[config.mk]
export PLATFORM = sky130hd
export DESIGN_NAME = imem_fetch_unit
export DESIGN_NICKNAME = d
export VERILOG_FILES = /design/src/rtl/imem_fetch_unit.sv
export SDC_FILE = /design/constraint.sdc
export NUM_CORES = 2
export LEC_CHECK = 0
export BUFFER_PORTS_ARGS = -buffer_cell sky130_fd_sc_hd__buf_2
export CAP_MARGIN = 25
export CORE_ASPECT_RATIO = 1.2
export CORE_MARGIN = 1
export CORE_UTILIZATION = 40
export DETAILED_ROUTE_END_ITERATION = 6
export HOLD_SLACK_MARGIN = 0.06
export PLACE_DENSITY = 0.62
export SYNTH_ARGS = -nofsm -noshare
export SYNTH_HDL_FRONTEND = slang
export SYNTH_SLANG_ARGS = --single-unit
[constraint.sdc]
create_clock -name clk -period 3.25 [get_ports clk]
set_input_delay 0.1625 -clock clk [delete_from_list [all_inputs] [get_ports clk]]
set_output_delay 0.1625 -clock clk [all_outputs]
set_load 0.01 [all_outputs]
[src/rtl/imem_fetch_unit.sv]
// Word-organised instruction memory with a 1-cycle registered fetch port, a byte-enabled load port
// and a reset-time sweep that fills every word with INIT_WORD before fetches are accepted.
module imem_fetch_unit #(
  parameter int          DEPTH_WORDS = 64,
  parameter logic [31:0] INIT_WORD   = 32'h00000013
) (
  input  logic        clk,
  input  logic        reset,
  input  logic        fetch_req,
  input  logic [31:0] fetch_addr,
  output logic        fetch_ready,
  output logic        fetch_valid,
  output logic [31:0] fetch_data,
  output logic [1:0]  fetch_fault,
  input  logic        prog_we,
  input  logic [31:0] prog_addr,
  input  logic [31:0] prog_wdata,
  input  logic [3:0]  prog_be,
  output logic        init_busy
);

  localparam int          IW       = $clog2(DEPTH_WORDS);
  localparam logic [31:0] BYTE_CAP = 32'(DEPTH_WORDS * 4);
  localparam logic [IW-1:0] LAST_IDX = IW'(DEPTH_WORDS - 1);

  localparam logic [1:0] FAULT_OK    = 2'b00;
  localparam logic [1:0] FAULT_ALIGN = 2'b01;
  localparam logic [1:0] FAULT_RANGE = 2'b10;

  typedef enum logic {S_INIT, S_RUN} state_t;

  state_t        state_q, state_d;
  logic [IW-1:0] cnt_q, cnt_d;
  logic          fetch_valid_q, fetch_valid_d;
  logic [31:0]   fetch_data_q, fetch_data_d;
  logic [1:0]    fetch_fault_q, fetch_fault_d;

  logic [31:0]   mem [DEPTH_WORDS];
  logic          mem_we;
  logic [IW-1:0] mem_widx;
  logic [31:0]   mem_wdata;
  logic [3:0]    mem_wbe;

  logic [IW-1:0] fetch_idx;
  logic [IW-1:0] prog_idx;

  assign fetch_idx = fetch_addr[IW+1:2];
  assign prog_idx  = prog_addr[IW+1:2];

  always_comb begin
    state_d       = state_q;
    cnt_d         = cnt_q;
    fetch_valid_d = 1'b0;
    fetch_data_d  = fetch_data_q;
    fetch_fault_d = fetch_fault_q;
    mem_we        = 1'b0;
    mem_widx      = cnt_q;
    mem_wdata     = INIT_WORD;
    mem_wbe       = 4'hF;

    case (state_q)
      S_INIT: begin
        // Gating on reset keeps the array untouched while reset is held low.
        mem_we = reset;
        cnt_d  = cnt_q + IW'(1);
        if (cnt_q == LAST_IDX) begin
          state_d = S_RUN;
        end
      end
      S_RUN: begin
        if (prog_we && (prog_addr < BYTE_CAP)) begin
          mem_we    = reset;
          mem_widx  = prog_idx;
          mem_wdata = prog_wdata;
          mem_wbe   = prog_be;
        end
        if (fetch_req) begin
          fetch_valid_d = 1'b1;
          if (fetch_addr[1:0] != 2'b00) begin
            fetch_data_d  = INIT_WORD;
            fetch_fault_d = FAULT_ALIGN;
          end else if (fetch_addr >= BYTE_CAP) begin
            fetch_data_d  = INIT_WORD;
            fetch_fault_d = FAULT_RANGE;
          end else begin
            // Array read uses pre-edge contents, giving read-before-write on collisions.
            fetch_data_d  = mem[fetch_idx];
            fetch_fault_d = FAULT_OK;
          end
        end
      end
      default: begin
        state_d = S_INIT;
        cnt_d   = '0;
      end
    endcase
  end

  always_ff @(posedge clk) begin
    if (!reset) begin
      state_q       <= S_INIT;
      cnt_q         <= '0;
      fetch_valid_q <= 1'b0;
      fetch_data_q  <= '0;
      fetch_fault_q <= FAULT_OK;
    end else begin
      state_q       <= state_d;
      cnt_q         <= cnt_d;
      fetch_valid_q <= fetch_valid_d;
      fetch_data_q  <= fetch_data_d;
      fetch_fault_q <= fetch_fault_d;
    end
  end

  always_ff @(posedge clk) begin
    if (mem_we) begin
      for (int i = 0; i < 4; i++) begin
        if (mem_wbe[i]) begin
          mem[mem_widx][8*i +: 8] <= mem_wdata[8*i +: 8];
        end
      end
    end
  end

  assign fetch_ready = (state_q == S_RUN);
  assign init_busy   = (state_q == S_INIT);
  assign fetch_valid = fetch_valid_q;
  assign fetch_data  = fetch_data_q;
  assign fetch_fault = fetch_fault_q;

endmodule

==> impl_metrics.tcl <==
set metrics [dict create \
    antenna_found_initial 13 \
    worst_pin_slew_ps 997 \
    start_util 0.403 \
    async_reset_ff_frac 0 \
    grt.total_usage 0.222 \
    synth_compound_area_frac 0.0317 \
    slowest_stage "dlygate4sd3_1" \
    layout_commonest_cell "edfxtp_1" \
    fin_crit_ps 2920 \
    dp_worst_setup_slack_ps -338 \
    cts_buffers 207 \
    synth_enable_flop_cells 2048 \
    relSlewSlack 0.333 \
    most-common-layout-cells "edfxtp_1, buf_4, mux4_2" \
    pin_count 141 \
    criticalPathCategory "in -> reg" \
    first_pass_iters 5 \
    wl_mm 232 \
    cp.arrival_ps 3700 \
    synth-adder-area-share 0.000151 \
    place_congestion 0.892 \
    final_max_slew_viol_count 0 \
    die_w_um 417 \
    timing.fmax_ghz 0.342 \
    synth_seq_area_share 0.754 \
    cts.sinks 2090 \
    finClkSkew_ps 45.7 \
    ir_drop_uv 597 \
    worst_setup_path_end_kind "flop" \
    synthTopCellsByArea "edfxtp_1, mux4_2, mux2i_1" \
    leakagePower_uw 0.0321 \
    fill_cells 16800 \
    insertion_delay_ps 860 \
    synth_top_family_by_area "multiplexers" \
    place_hpwl_mm 153 \
    setup_slack_ps 330 \
    routed_via_density 5.81 \
    required_ps 4030 \
    dpl_cell_area_mm2 0.0905 \
    synth_nets 4231 \
    synth-seq-cells 2090 \
    drive_gt1_frac 0.299 \
    cts_root_buf "clkbuf_16" \
    maxCapViolCount 0 \
    num_vias 44900 \
    rsz0062_at_grt "false" \
    hold_class "in -> reg" \
    power_density_mw_per_mm2 568 \
    core_mm2 0.205 \
    syn_area_per_cell_um2 20.0 \
    fin_nets 4891 \
    status "completed" \
    synth_top_area_share 0.744 \
    grt_overflow 0 \
    grt_max_degree 69 \
    std_cell_rows 182 \
    hold_viol 0 \
    drt_iter0_drc 5096 \
    h-tree-depth 4 \
    synthDistinctLibCells 65 \
    cp_max_fo 6 \
    clk_pin_slew_ps 60 \
    grt_pass1_vias 45000 \
    dieArea_mm2 0.208 \
    cp_top_family "buffers and inverters" \
    cp_common_cell "dlygate4sd3_1" \
    yosys-mux-area-fraction 0.153 \
    timing.final.crit_share 0.898 \
    portBuffers 138 \
    crit_chain "dlygate4sd3_1, buf_2, nor4_1, dlygate4sd3_1, nand2_1, dlygate4sd3_1, buf_4, nor4_2, dlygate4sd3_1, nand2_1, a22oi_1" \
    synth_largest_area_cell "edfxtp_1" \
    syn-cell-area_mm2 0.0826 \
    ys_warn_count 0 \
    cts_tree "yes" \
    wl_per_cell_um 30.1 \
    cpPeakStageDelay_ps 640 \
    synth_cells 4126 \
    synth_xor_area_frac 0.000530 \
    grt_pass1_wl_mm 329 \
    power.total_uw 55700 \
    postLayoutCellArea_mm2 0.0979 \
    yosys.area_share.simple 0.0418 \
    cts-resized-gates 0 \
    setup_violations 0 \
    cts_buffer_depth 3 \
    fin_util 0.477 \
    startpoint_type "primary input" \
    die_h_um 500 \
    area_delta_synth_final_pct 18.5 \
    crit_buf_inv 6 \
    antenna_left 0 \
    remaining_drc_errors 0 \
    ys.flop_type "edfxtp_1" \
]
==> cell usage after synthesis (52+ instances only) <==
cell type  number
mux2i_1       254
nor2_1        120
nor3_1        223
a22oi_1        80
mux4_2        415
buf_2          60
nand2_1        69
buf_4          52
nand3_1        76
o22ai_1        69
clkbuf_1      122
edfxtp_1     2048
==> report_power, final <==
part,switching (uW),internal [uW],total (uW)
Clock,10400,13800,24300
Combinational,1370,807,2180
Sequential,16.3,29200,29200
Total,11800,43800,55700
==> worst paths after layout <==
kind / endpoint / startpoint / cells after the start / slack [ps]
worst min register to register: fetch_data[23]$_SDFFE_PN0P_ / fetch_data[23]$_SDFFE_PN0P_ / 2 / 460
worst max register to register: fetch_data[24]$_SDFFE_PN0P_ / fetch_ready$_SDFF_PN0_ / 7 / 500
worst max-delay path: fetch_data[24]$_SDFFE_PN0P_ / fetch_addr[20] / 11 / 330
worst min-delay path: fetch_valid$_SDFF_PN0_ / fetch_req / 4 / 120
==> worst reg2reg max path, stage by stage (launching register included) <==
cell and delay [ps]:
dfxtp_1 330, buf_4 340, nand2_1 150, or3_1 540
nor4_2 490, dlygate4sd3_1 640, nand2_1 60, a22oi_1 150
==> metal layers <==
layer,vias up,share of wire,GRT usage
met1,23900,0.38,0.289
met3,416,0.073,0.0344
met4,6,0.043,0.0906
li1,18600,-,-
met2,1981,0.50,0.371
met5,-,0.00018,0
==> stage by stage <==
step	hold slack [ps]	std cells	setup TNS (ps)
floorplan	319	4126	0
global placement	437	7277	-81630
detailed placement	442	7289	-86850
CTS	75.8	7718	0
global route	128	7726	0
finish	121	7729	0
==> final cells by class <==
type                            instances  area, um^2  share of cell area
Multi-Input combinational cell       1751       18900               0.193
Timing Repair Buffer                  728        6230              0.0636
Tap cell                             2760        3450              0.0353
Sequential cell                      2090       62300               0.636
Antenna cell                            5        12.5            0.000128
Clock inverter                        134        1520              0.0155
Inverter                                8        35.0            0.000358
Clock buffer                          253        5410              0.0553
==> state kept, by name, indices dropped and copies added (netlist names) <==
| name | count |
|---|---|
| cnt_q | 6 |
| fetch_data | 32 |
| fetch_ready | 1 |
| fetch_valid | 1 |
| fetch_fault | 2 |
| mem | 2048 |
==> cells by family after synthesis <==
logic type      count (synthesis)
buf+inv                       285
fa+ha+maj                       1
simple gates                  675
xor+xnor                        5
flops                        2090
compound gates                365
mux                           705
==> what timing repair did <==
action	in CTS	in global routing
endpoints found under the hold margin	1588	0
hold buffers	42	0
buffers inserted	0	0
setup endpoints to repair	0	0
No activity file was read; power rests on OpenSTA's default activity.
